`config.mk`:
```
export PLATFORM = sky130hd
export DESIGN_NAME = mmio_fifo_ctrl
export DESIGN_NICKNAME = d
export VERILOG_FILES = /design/src/rtl/mmio_fifo_pkg.sv /design/src/rtl/mmio_fifo_ctrl_sat_counter.sv /design/src/rtl/mmio_fifo_ctrl.sv
export SDC_FILE = /design/constraint.sdc
export NUM_CORES = 1
export LEC_CHECK = 0
export BUFFER_PORTS_ARGS = -buffer_cell sky130_fd_sc_hd__buf_4
export CORE_AREA = 2 2 120 122
export CTS_CLUSTER_DIAMETER = 50
export DETAILED_ROUTE_END_ITERATION = 16
export DIE_AREA = 0 0 122 124
export PLACE_DENSITY_LB_ADDON = 0.2
export REMOVE_ABC_BUFFERS = 1
export SYNTH_ARGS = -nofsm -noshare
export SYNTH_HDL_FRONTEND = slang
export SYNTH_SLANG_ARGS = --single-unit
```
`constraint.sdc`:
```
create_clock -name clk -period 3.9 [get_ports clk]
set_input_delay 0.78 -clock clk [delete_from_list [all_inputs] [get_ports clk]]
set_output_delay 0.78 -clock clk [all_outputs]
set_load 0.005 [all_outputs]
```
`src/rtl/mmio_fifo_pkg.sv`:
```
// Shared constants and types for the MMIO FIFO controller.
// Optional push counter is enabled by defining MMIO_FIFO_CTRL_PERF_EN.
package mmio_fifo_pkg;

    // Default register window (DWORD addresses)
    localparam logic [15:0] DEF_DATA_ADDR   = 16'h0020;
    localparam logic [15:0] DEF_STATUS_ADDR = 16'h0022;
    localparam logic [15:0] DEF_CTRL_ADDR   = 16'h0024;
    localparam logic [15:0] DEF_PERF_ADDR   = 16'h0026;

    typedef enum logic {IDLE, FLUSH} t_fifo_ctrl_state;

    // STATUS register layout
    localparam int ST_FILL_LSB  = 0;
    localparam int ST_FULL_BIT  = 8;
    localparam int ST_EMPTY_BIT = 9;
    localparam int ST_BUSY_BIT  = 10;
    localparam int ST_DROP_LSB  = 16;

    // CTRL command bits
    localparam int CTRL_FLUSH_BIT = 0;
    localparam int CTRL_CLR_BIT   = 1;

    // Assemble the STATUS word from controller state
    function automatic logic [63:0] pack_status(input logic [7:0]  fill,
                                                input logic        busy,
                                                input logic [15:0] drop,
                                                input logic [7:0]  depth);
        logic [63:0] s;
        s = '0;
        s[ST_FILL_LSB +: 8]  = fill;
        s[ST_FULL_BIT]       = (fill == depth);
        s[ST_EMPTY_BIT]      = (fill == 8'd0);
        s[ST_BUSY_BIT]       = busy;
        s[ST_DROP_LSB +: 16] = drop;
        return s;
    endfunction

endpackage

```
`src/rtl/mmio_fifo_ctrl_sat_counter.sv`:
```
// Saturating up-counter with synchronous clear; clear wins over increment.
module sat_counter #(
    parameter int W = 16
) (
    input  logic         clk,
    input  logic         rst,
    input  logic         inc,
    input  logic         clr,
    output logic [W-1:0] cnt
);

    // Count up, stick at all-ones, never wrap
    always_ff @(posedge clk) begin
        if (rst || clr)
            cnt <= '0;
        else if (inc && (cnt != {W{1'b1}}))
            cnt <= cnt + 1'b1;
    end

endmodule

```
`src/rtl/mmio_fifo_ctrl.sv`:
```
// MMIO front end for an external DEPTH-stage shift-register FIFO.
// Decodes pushes/commands, tracks fill and drops, runs the flush FSM and
// returns 1-cycle read responses for its register window.
// Define MMIO_FIFO_CTRL_PERF_EN to add the 32-bit push counter at PERF_ADDR.
module mmio_fifo_ctrl
    import mmio_fifo_pkg::*;
#(
    parameter int          DEPTH       = 8,
    parameter logic [15:0] DATA_ADDR   = DEF_DATA_ADDR,
    parameter logic [15:0] STATUS_ADDR = DEF_STATUS_ADDR,
    parameter logic [15:0] CTRL_ADDR   = DEF_CTRL_ADDR,
    parameter logic [15:0] PERF_ADDR   = DEF_PERF_ADDR
) (
    input  logic        clk,
    input  logic        rst,
    input  logic        mmio_wr_valid,
    input  logic [15:0] mmio_wr_addr,
    input  logic [63:0] mmio_wr_data,
    input  logic        mmio_rd_valid,
    input  logic [15:0] mmio_rd_addr,
    input  logic [8:0]  mmio_rd_tid,
    output logic        fifo_en,
    output logic [63:0] fifo_d,
    input  logic [63:0] fifo_q,
    output logic        rsp_valid,
    output logic [8:0]  rsp_tid,
    output logic [63:0] rsp_data,
    output logic        busy
);

    localparam int          FC_W    = $clog2(DEPTH);
    localparam logic [7:0]  DEPTH_V = 8'(DEPTH);
    localparam logic [FC_W-1:0] FC_LAST = FC_W'(DEPTH - 1);

    t_fifo_ctrl_state state;
    logic [7:0]       fill;
    logic [FC_W-1:0]  flush_cnt;
    logic [15:0]      drop_cnt;

    logic wr_data_hit, wr_ctrl_hit, full, drop_inc, drop_clr;
    logic rd_hit;
    logic [63:0] rd_val;

    assign wr_data_hit = mmio_wr_valid && (mmio_wr_addr == DATA_ADDR);
    assign wr_ctrl_hit = mmio_wr_valid && (mmio_wr_addr == CTRL_ADDR);
    assign full        = (fill == DEPTH_V);
    // A push while full evicts the oldest stage; a push during flush is lost
    assign drop_inc    = wr_data_hit && ((state == FLUSH) || full);
    assign drop_clr    = wr_ctrl_hit && mmio_wr_data[CTRL_CLR_BIT];

    sat_counter #(.W(16)) u_drop_cnt (
        .clk (clk),
        .rst (rst),
        .inc (drop_inc),
        .clr (drop_clr),
        .cnt (drop_cnt)
    );

`ifdef MMIO_FIFO_CTRL_PERF_EN
    logic [31:0] push_cnt;

    // Count accepted pushes only; flush shifts are not pushes
    always_ff @(posedge clk) begin
        if (rst || drop_clr)
            push_cnt <= '0;
        else if (wr_data_hit && (state == IDLE))
            push_cnt <= push_cnt + 32'd1;
    end
`endif

    // Flush FSM plus FIFO drive; fifo_en/busy stay aligned with state
    always_ff @(posedge clk) begin
        if (rst) begin
            state     <= IDLE;
            fill      <= '0;
            flush_cnt <= '0;
            fifo_en   <= 1'b0;
            fifo_d    <= '0;
            busy      <= 1'b0;
        end else begin
            case (state)
                IDLE: begin
                    if (wr_ctrl_hit && mmio_wr_data[CTRL_FLUSH_BIT]) begin
                        state     <= FLUSH;
                        busy      <= 1'b1;
                        fifo_en   <= 1'b1;
                        fifo_d    <= '0;
                        flush_cnt <= '0;
                        fill      <= '0;
                    end else if (wr_data_hit) begin
                        fifo_en <= 1'b1;
                        fifo_d  <= mmio_wr_data;
                        if (!full)
                            fill <= fill + 8'd1;
                    end else begin
                        fifo_en <= 1'b0;
                    end
                end
                FLUSH: begin
                    fill   <= '0;
                    fifo_d <= '0;
                    if (flush_cnt == FC_LAST) begin
                        state   <= IDLE;
                        busy    <= 1'b0;
                        fifo_en <= 1'b0;
                    end else begin
                        fifo_en   <= 1'b1;
                        flush_cnt <= flush_cnt + 1'b1;
                    end
                end
                default: state <= IDLE;
            endcase
        end
    end

    // Read decode against pre-write state of this cycle
    always_comb begin
        rd_hit = 1'b0;
        rd_val = '0;
        if (mmio_rd_valid) begin
            if (mmio_rd_addr == DATA_ADDR) begin
                rd_hit = 1'b1;
                rd_val = full ? fifo_q : 64'd0;
            end else if (mmio_rd_addr == STATUS_ADDR) begin
                rd_hit = 1'b1;
                rd_val = pack_status(fill, busy, drop_cnt, DEPTH_V);
            end else if (mmio_rd_addr == CTRL_ADDR) begin
                rd_hit = 1'b1;
            end
`ifdef MMIO_FIFO_CTRL_PERF_EN
            else if (mmio_rd_addr == PERF_ADDR) begin
                rd_hit = 1'b1;
                rd_val = {32'd0, push_cnt};
            end
`endif
        end
    end

    // One-cycle read response; unmapped reads are left to the parent
    always_ff @(posedge clk) begin
        if (rst) begin
            rsp_valid <= 1'b0;
            rsp_tid   <= '0;
            rsp_data  <= '0;
        end else begin
            rsp_valid <= rd_hit;
            if (rd_hit) begin
                rsp_tid  <= mmio_rd_tid;
                rsp_data <= rd_val;
            end
        end
    end

endmodule

```
==> impl_metrics.ini, run 1 <==
[final_layout]
most_common_library_cell_in_the_layout_ignoring_fill_and_taps = sky130_fd_sc_hd__buf_4
antenna_cells_inserted = 0
design.final.nets = 1084
fraction_of_layout_cells_with_a_size_suffix_above_1_pct = 41.2
area_growth_pct = 47.4
postLayoutCellArea_um2 = 9310
layout.cells.most_common_list = 321 x sky130_fd_sc_hd__buf_4, 168 x sky130_fd_sc_hd__dfxtp_1, 100 x sky130_fd_sc_hd__a22o_1

[sta]
totalNegativeSetupSlack_ns = 0
worst_pin_slew_ns = 1.20
unrepaired_setup_endpoints_after_global_routing = false
report.final.setup_viol = 0
finalHoldViolations = 0
slew_headroom_pct = 20.1
timing.clock.skew_ns = 0.00852
layout_setup_ws_ns = 1.17
timing.final.crit_period_ns = 2.73
period_utilization_post_route_pct = 69.9
final-max-slew-violation-count = 0
max_clock_freq_mhz = 367

[synthesis]
post_synth_xor_area_fraction_pct = 1.25
yosys.area_share.adder_pct = 0.991
seq_area_frac_synth_pct = 53.3
yosys.area_share.simple_pct = 14.3
synth_compound_area_share_pct = 24.2
yosysWarningCount = 0
yosysTopAreaCellShare_pct = 53.3
yosys.cell_types.count = 49
synth_top_family_by_area = compound AO/OA/AOI/OAI gates
post_synth_mux_area_share_pct = 1.90
ys_top_cells_by_area = sky130_fd_sc_hd__dfxtp_1 53%, sky130_fd_sc_hd__a22o_1 14%, sky130_fd_sc_hd__nor2_1 3.3%
post_synth_instance_area_um2 = 6310
average_instance_area_after_synthesis_um2 = 10.4
ys_ff_latch = 168
synth_top_area_cell = sky130_fd_sc_hd__dfxtp_1
synthesis.instances = 610

[critical_path]
worst_reg_to_reg_setup_slack_ns = 1.27
worstSetupPathType = in -> reg
type_of_element_capturing_the_critical_path = register
arr_time_crit_path_ns = 3.04
cp-start-kind = input pin
r2r-end = rsp_data[36]
worst_r2r_startpoint = fill[2]
worstPathMaxFanout = 63
worst-endpoint-required_ns = 4.21
r2r_cells = 7

[placed_design]
dpl_cell_area_um2 = 8740
gp_congestion = 0.865
setup_slack_at_placement_ns = 0.797
place.detailed.hpwl_um = 15100
numPortBuffers = 312

[global_routing]
largest_net_degree_at_the_start_of_global_routing = 64
grt_pass1_wl_um = 30500
grt_overflow = 0
grt.total_usage_pct = 26.1
antenna_found_initial = 0
first_global_vias = 5897

[cts]
cts_post_setup_buffers_inserted = 0
cts-htree-levels = 4
max-clock-path-buffers = 2
cts_tree = built
tritoncts.num_buffers = 17
post_cts_resize_count = 0
clock-sinks = 168
clockRootBuffer = sky130_fd_sc_hd__clkbuf_16
cts-hold-fix-buffers = 0
insertion_delay_ns = 0.42
clkSlewWorstSetupHoldPaths_ns = 0.07

[job]
cap_viol_max_count = 0

[min_path]
worst_hold_startpoint = rsp_data[8]
holdPathStages = 2
worst_hold_path.endpoint = rsp_data[8]
hp-class = reg -> reg

[routing]
initialDrtViolationCount = 376
wl_per_cell_um = 18.8
first_pass_iters = 6
ant_nets = 0
drt-total-wl_um = 20700
drc = 0
vias = 6088
via_per_inst = 5.54

[floorplanning]
dieHeight_um = 124
io_pins = 313
floorplan.die_area_um2 = 15100
std_cell_rows = 43
core_um2 = 13700
initial_utilization_pct = 46.0
floorplan.die.width_um = 122

[pwr]
power-per-cell-area_nw_per_um2 = 379
cellLeakagePower_nw = 4.18
ir_worst_vdd_mv = 0.279

[run_status]
run_status = completed
==> synthesized netlist by cell type, drive strengths merged <==
cell type and number:
a211o 1, a21o 1, a21oi 15, a22o 100, a22oi 25, a2bb2oi 1, a31o 17, a31oi 1
a32oi 2, a41oi 1, and2 21, and3 4, and4 2, buf 25, clkbuf 19, dfxtp 168
ha 5, inv 11, mux2i 12, nand2 27, nand2b 1, nand3 10, nand3b 1, nand4 11
nor2 57, nor3 9, nor3b 1, nor4 7, nor4b 4, o2111a 1, o2111ai 1, o211ai 1
o21a 1, o21ai 16, o32ai 6, or2 1, or3 12, or4 3, xnor2 9
==> flip-flops by register name, summed over array words and instances, names as in the netlist <==
register	cells
fifo_d	64
rsp_data	64
u_drop_cnt.cnt	16
rsp_tid	9
fill	8
flush_cnt	3
busy	1
fifo_en	1
rsp_valid	1
state	1
==> how the worst max path moves through the flow <==
stage	from	end	slack, ns	cells after the start
after global placement	mmio_wr_addr[14]	fifo_d[41]	0.95	7
after global routing	mmio_wr_addr[14]	fifo_d[5]	1.0	7
final	mmio_wr_addr[14]	fifo_d[45]	1.17	7
after floorplan	mmio_wr_addr[14]	fifo_d[10]	0.72	4
after detailed placement	mmio_wr_addr[14]	fifo_d[45]	0.80	7
after CTS	mmio_wr_addr[14]	fifo_d[45]	1.24	7
==> power by group <==
group | internal (mW) | switching (mW) | total, mW
Sequential | 1.71 | 0.00000504 | 1.71
Combinational | 0.115 | 0.0754 | 0.190
Clock | 0.902 | 0.719 | 1.62
==> metal layers <==
| layer | up-vias | global-route usage [%] | wire length [um] |
|---|---|---|---|
| met4 | 0 | 11.0 | 426 |
| met3 | 32 | 7.74 | 1750 |
| met2 | 260 | 44.3 | 10400 |
| met1 | 2933 | 30.8 | 8110 |
| met5 | - | 0 | 0 |
| li1 | 2863 | - | - |
==> cell families after synthesis <==
| kind of cell | count (synthesis) |
|---|---|
| simple gates | 171 |
| flops | 168 |
| fa+ha+maj | 5 |
| xor+xnor | 9 |
| compound gates | 190 |
| mux | 12 |
| buf+inv | 55 |
==> final cells by class <==
type                            count  area [um^2]
Inverter                           11         41.3
Timing Repair Buffer              321         2410
Tap cell                          180          225
Fill cell                        1073         4410
Multi-Input combinational cell    387         2700
Sequential cell                   168         3360
Clock inverter                     13          121
Clock buffer                       19          443
==> worst max-delay path: stages <==
cell                      delay, ns
sky130_fd_sc_hd__buf_4         0.11
sky130_fd_sc_hd__nor4b_1       0.56
sky130_fd_sc_hd__and4_1        0.28
sky130_fd_sc_hd__buf_4         0.18
sky130_fd_sc_hd__o21ai_1       0.12
sky130_fd_sc_hd__and2_2        0.56
sky130_fd_sc_hd__a22o_1        0.40
==> metrics by stage <==
step	total power, mW	utilization, %	instances	hold WS (ns)
final	3.53	67.8	1099	0.465
after global routing	3.63	67.8	1099	0.487
after CTS	3.55	67.8	1099	0.465
after detailed placement	1.94	63.7	1067	0.455
after global placement	1.94	63.7	1067	0.444
after floorplan	1.78	-	566	0.442
Power figures use the tool's default switching activity.
==> inputs of run 2 (changes only) <==
ABC_AREA = 1   (was not set)
CORE_AREA = not set   (was 2 2 120 122)
CORE_MARGIN = 1   (was not set)
CORE_UTILIZATION = 44   (was not set)
DIE_AREA = not set   (was 0 0 122 124)
clock period = 2.5 ns   (was 3.9 ns; I/O delays follow)
==> impl_metrics.ini, run 2 <==
[critical_path]
timing.critical_path.cells = inv_1 -> ha_1 -> nand2_1 -> nor2_1 -> nand2_2 -> inv_2 -> buf_4 -> nand4_1 -> a21oi_1
cp-start-kind = register
r2r_cells = 9
path_delay_family = buffers and inverters
worst-endpoint-required_ns = 2.85
worst_r2r_startpoint = fill[0]
worstSetupPathType = reg -> reg
critical_path.slowest_cell = sky130_fd_sc_hd__buf_4
r2r-end = rsp_data[36]
worstPathBufferInverterCount = 3
type_of_element_capturing_the_critical_path = register
worstPathMaxFanout = 36
arr_time_crit_path_ns = 2.21
worst_reg_to_reg_setup_slack_ns = 0.64
critPathMaxStageDelay_ns = 0.36

[cts]
post_cts_resize_count = 0
cts-htree-levels = 4
tritoncts.num_buffers = 17
insertion_delay_ns = 0.42
clockRootBuffer = sky130_fd_sc_hd__clkbuf_16
cts_tree = built
cts-hold-fix-buffers = 0
max-clock-path-buffers = 2
cts_post_setup_buffers_inserted = 0
clkSlewWorstSetupHoldPaths_ns = 0.07
clock-sinks = 168

[synthesis]
post_synth_edffs = 0
ys_top_cells_by_area = sky130_fd_sc_hd__dfxtp_1 45%, sky130_fd_sc_hd__nand2_1 9.8%, sky130_fd_sc_hd__nand4_1 9.3%
yosys.cell_types.count = 28
seq_area_frac_synth_pct = 44.8
yosysWarningCount = 0
yosys.cell_count.top_type = sky130_fd_sc_hd__nand2_1
ys.flop_type = sky130_fd_sc_hd__dfxtp_1
yosysTopAreaCellShare_pct = 44.8
ys_ff_latch = 168
asyncSetResetFlopFracSynth_pct = 0
synthTopCellsByCount = 196 x sky130_fd_sc_hd__nand2_1, 168 x sky130_fd_sc_hd__dfxtp_1, 126 x sky130_fd_sc_hd__a21oi_1
synth_top_area_cell = sky130_fd_sc_hd__dfxtp_1
synthesis.instances = 1026
post_synth_instance_area_um2 = 7500
average_instance_area_after_synthesis_um2 = 7.31

[final_layout]
most_common_library_cell_in_the_layout_ignoring_fill_and_taps = sky130_fd_sc_hd__buf_4
multi_input_combinational_cell_area_um2 = 3540
regArea_um2 = 3360
area_growth_pct = 39.2
largest_registers = fifo_d (64), rsp_data (64), u_drop_cnt.cnt (16)
nFillCells = 1574
fraction_of_layout_cells_with_a_size_suffix_above_1_pct = 29.9
design.final.nets = 1476
layout.cells.most_common_list = 324 x sky130_fd_sc_hd__buf_4, 196 x sky130_fd_sc_hd__nand2_1, 168 x sky130_fd_sc_hd__dfxtp_1
antenna_cells_inserted = 0

[global_routing]
grt_overflow = 0
first_global_vias = 7519
grt_pass1_wl_um = 36600
grt.total_usage_pct = 25.5
antenna_found_initial = 0
largest_net_degree_at_the_start_of_global_routing = 108

[pwr]
cellLeakagePower_nw = 4.43
ir_worst_vdd_mv = 0.498
power-per-cell-area_nw_per_um2 = 515

[min_path]
holdPathStages = 3
worst_hold_startpoint = mmio_rd_tid[2]
hp-class = in -> reg
worst_hold_path.endpoint = rsp_tid[2]

[sta]
totalNegativeSetupSlack_ns = 0
timing.clock.skew_ns = 0.00874
layout_setup_ws_ns = 0.640
slew_headroom_pct = 35.2
timing.final.crit_period_ns = 1.86
finalHoldViolations = 0
unrepaired_setup_endpoints_after_global_routing = false
max_clock_freq_mhz = 538
worst_pin_slew_ns = 0.972
period_utilization_post_route_pct = 74.4
final-max-slew-violation-count = 0
report.final.setup_viol = 0

[placed_design]
place.detailed.hpwl_um = 15600
setup_slack_at_placement_ns = 0.389
gp_congestion = 0.902
numPortBuffers = 312

[floorplanning]
io_pins = 313
initial_utilization_pct = 45.1
dieHeight_um = 133
core_um2 = 16600
floorplan.die.width_um = 133
std_cell_rows = 47
floorplan.die_area_um2 = 17600

[routing]
vias = 8083
via_per_inst = 5.28
first_pass_iters = 5
ant_nets = 0
drt-total-wl_um = 22700
wl_per_cell_um = 14.8
drc = 0
initialDrtViolationCount = 431

[job]
cap_viol_max_count = 0

[run_status]
run_status = completed
-- run 2: logic make-up after synthesis --
logic type	count (synthesis)	synth area share (%)
AO/OA/AOI/OAI	191	12.8
XOR/XNOR	11	1.28
adder cells (fa/ha/maj)	5	0.834
buffers and inverters	134	7.97
flip-flops	168	44.8
AND/OR/NAND/NOR	517	32.3
-- run 2: routing by layer --
metal	wire length [um]	up-vias	global-route usage, %	share of wire [%]
li1	-	4015	-	-
met5	0	-	0	0
met1	9500	3766	31.4	42
met4	675	0	10.9	3.0
met2	10900	260	41.8	48
met3	1650	42	7.13	7.3
-- run 2: how the worst max path moves through the flow --
stage                     start  cells past startpoint      endpoint
2_1_floorplan  mmio_wr_addr[15]                      8       fill[7]
3_3_place_gp    mmio_rd_addr[5]                      8  rsp_data[14]
3_5_place_dp    mmio_rd_addr[5]                      8  rsp_data[59]
4_1_cts                 fill[0]                     11  rsp_data[27]
5_1_grt                 fill[0]                     11  rsp_data[27]
6_report                fill[0]                      9  rsp_data[36]
-- run 2: final cells by class --
| type | instances | area share, % |
|---|---|---|
| clock buffers | 18 | 4.11 |
| multi-input cells | 724 | 33.9 |
| well taps | 220 | 2.64 |
| flip-flops and latches | 168 | 32.2 |
| clock inverters | 14 | 0.970 |
| repair buffers | 328 | 24.1 |
| inverters | 59 | 2.12 |
-- run 2: through the flow --
step / power [mW] / hold slack, ns / utilization (%) / std cells / cell area [um^2]
2_1_floorplan: 2.77 / 0.451 / - / 951 / 7130
3_3_place_gp: 3.04 / 0.447 / 59.6 / 1499 / 9910
3_5_place_dp: 3.04 / 0.452 / 59.6 / 1499 / 9910
4_1_cts: 5.43 / 0.285 / 62.8 / 1531 / 10400
5_1_grt: 5.57 / 0.290 / 62.8 / 1531 / 10400
6_report: 5.38 / 0.295 / 62.8 / 1531 / 10400
-- run 2: report_power, final --
group / internal, mW / switching, mW / total [mW] / leakage (nW)
sequential: 2.68 / 0.0000183 / 2.68 / 1.35
clock: 1.28 / 1.12 / 2.40 / 0.261
combinational: 0.185 / 0.119 / 0.304 / 2.81
total: 4.14 / 1.24 / 5.38 / 4.43
-- run 2: worst min-delay path: stages --
cell	delay [ns]
sky130_fd_sc_hd__buf_4	0.08
sky130_fd_sc_hd__nor2_2	0.03
sky130_fd_sc_hd__nor2_1	0.08
==> inputs of run 3 (changes only) <==
CORE_UTILIZATION = 48   (was 44)
clock period = 1.8 ns   (was 2.5 ns; I/O delays follow)
==> impl_metrics.ini, run 3 (synthesis results as in run 2) <==
[run_status]
run_status = completed

[critical_path]
cp-start-kind = register
worst-endpoint-required_ns = 2.11
arr_time_crit_path_ns = 2.04
worstSetupPathType = reg -> reg
type_of_element_capturing_the_critical_path = register
worstPathMaxFanout = 16

[final_layout]
regArea_um2 = 3360
core_utilization_of_the_finished_layout_pct = 70.5
design.final.nets = 1498
layout.cells.most_common_list = 337 x sky130_fd_sc_hd__buf_4, 196 x sky130_fd_sc_hd__nand2_1, 167 x sky130_fd_sc_hd__dfxtp_1
most_common_library_cell_in_the_layout_ignoring_fill_and_taps = sky130_fd_sc_hd__buf_4
largest_registers = fifo_d (64), rsp_data (64), u_drop_cnt.cnt (16)
finish.cell_count_without_fillers = 1518
multi_input_combinational_cell_area_um2 = 3570
antenna_cells_inserted = 0
fraction_of_layout_cells_with_a_size_suffix_above_1_pct = 31.4
area_growth_pct = 42.9
nFillCells = 1312
postLayoutCellArea_um2 = 10700

[global_routing]
grt_pass1_wl_um = 36800
grt_overflow = 0
antenna_found_initial = 0
grt.total_usage_pct = 28.3
first_global_vias = 7578
largest_net_degree_at_the_start_of_global_routing = 99

[routing]
ant_nets = 0
vias = 8155
wl_per_cell_um = 15.3
drc = 0
first_pass_iters = 6
initialDrtViolationCount = 423
drt-total-wl_um = 23300
via_per_inst = 5.37

[pwr]
clock_power_share_pct = 45.4
p_seq_share_pct = 49.0
comb_power_share_pct = 5.7
p_total_mw = 7.59
internal_power_mw = 5.98
power.switching_mw = 1.61
power-per-cell-area_nw_per_um2 = 708
ir_worst_vdd_mv = 0.644
sw_frac_of_total_pct = 21.2
cellLeakagePower_nw = 4.58

[min_path]
hp-class = in -> reg

[sta]
unrepaired_setup_endpoints_after_global_routing = true
layout_setup_ws_ns = 0.0691
report.final.setup_viol = 0
worst_pin_slew_ns = 0.505
max_clock_freq_mhz = 578
slew_headroom_pct = 66.2
hold-worst-slack_ns = 0.160
period_utilization_post_route_pct = 96.2
timing.final.crit_period_ns = 1.73
totalNegativeSetupSlack_ns = 0
timing.clock.skew_ns = 0.00951
final-max-slew-violation-count = 0
finalHoldViolations = 0

[cts]
insertion_delay_ns = 0.42
max-clock-path-buffers = 2
cts-htree-levels = 4
cts_tree = built
tritoncts.num_buffers = 17
cts-hold-fix-buffers = 0
clock-sinks = 168
clockRootBuffer = sky130_fd_sc_hd__clkbuf_16
clkSlewWorstSetupHoldPaths_ns = 0.06

[floorplanning]
floorplan.die.width_um = 127
core_um2 = 15200
io_pins = 313
floorplan.die_area_um2 = 16100
initial_utilization_pct = 49.3
dieHeight_um = 127
std_cell_rows = 45

[placed_design]
dpl_cell_area_um2 = 10100
place.detailed.hpwl_um = 16000
gp_congestion = 0.876
post-place-cells = 1481
numPortBuffers = 312
setup_slack_at_placement_ns = -0.0319

[job]
cap_viol_max_count = 0
-- run 3: cell types whose count changed in the layout (fill, tap and decap cells not counted), sizes merged --
cell      change
clkinvlp      +1
inv           -4
buf          +21
bufinv        +2
clkbuf        +2
clkinv        -3
-- run 3: power groups by stage --
stage	logic [mW]	registers [mW]	clock network [mW]
after global routing	0.462	3.71	3.65
final	0.430	3.72	3.45
after CTS	0.430	3.72	3.50
after floorplan	0.0466	3.80	0
after detailed placement	0.428	3.80	0
after global placement	0.425	3.80	0
-- run 3: final cells by class --
cell class              count  share of cell area (%)
clock buffers              19                    4.04
clock inverters            10                    1.00
inverters                  59                    2.09
multi-input cells         724                    33.3
flip-flops and latches    168                    31.4
well taps                 188                    2.19
repair buffers            350                    26.0
-- run 3: final timing paths --
kind,startpoint,end,slack [ns],cells past startpoint
hold / removal,mmio_rd_tid[2],rsp_tid[2],0.16,3
setup reg to reg,fill[1],u_drop_cnt.cnt[9],0.07,11
hold reg to reg,rsp_data[59],rsp_data[59],0.46,2
setup / recovery,fill[1],u_drop_cnt.cnt[9],0.07,11
-- run 3: metal layers --
layer  vias up  share of wire [%]  global-route usage (%)
li1       4052                  -                       -
met1      3784                 40                    33.8
met2       282                 50                    47.9
met3        37                7.6                    8.50
met4         0                2.6                    10.7
met5         -                  0                       0
-- run 3: critical path, stage by stage (launching register included) --
cell and delay (ns):
sky130_fd_sc_hd__dfxtp_2 0.33, sky130_fd_sc_hd__inv_1 0.07, sky130_fd_sc_hd__ha_2 0.17, sky130_fd_sc_hd__nand2_1 0.05, sky130_fd_sc_hd__nor2_1 0.11, sky130_fd_sc_hd__nand2_2 0.11
sky130_fd_sc_hd__inv_4 0.09, sky130_fd_sc_hd__nor2_1 0.07, sky130_fd_sc_hd__nor2_4 0.26, sky130_fd_sc_hd__nand2_4 0.19, sky130_fd_sc_hd__nand2_1 0.11, sky130_fd_sc_hd__a21oi_1 0.07
-- run 3: what timing repair did --
action	in CTS	in global routing
setup endpoints to repair	6	24
setup buffers	0	7
hold endpoints to repair	0	0
gates resized for setup	1	11
pin swaps	0	3
cloned	0	1
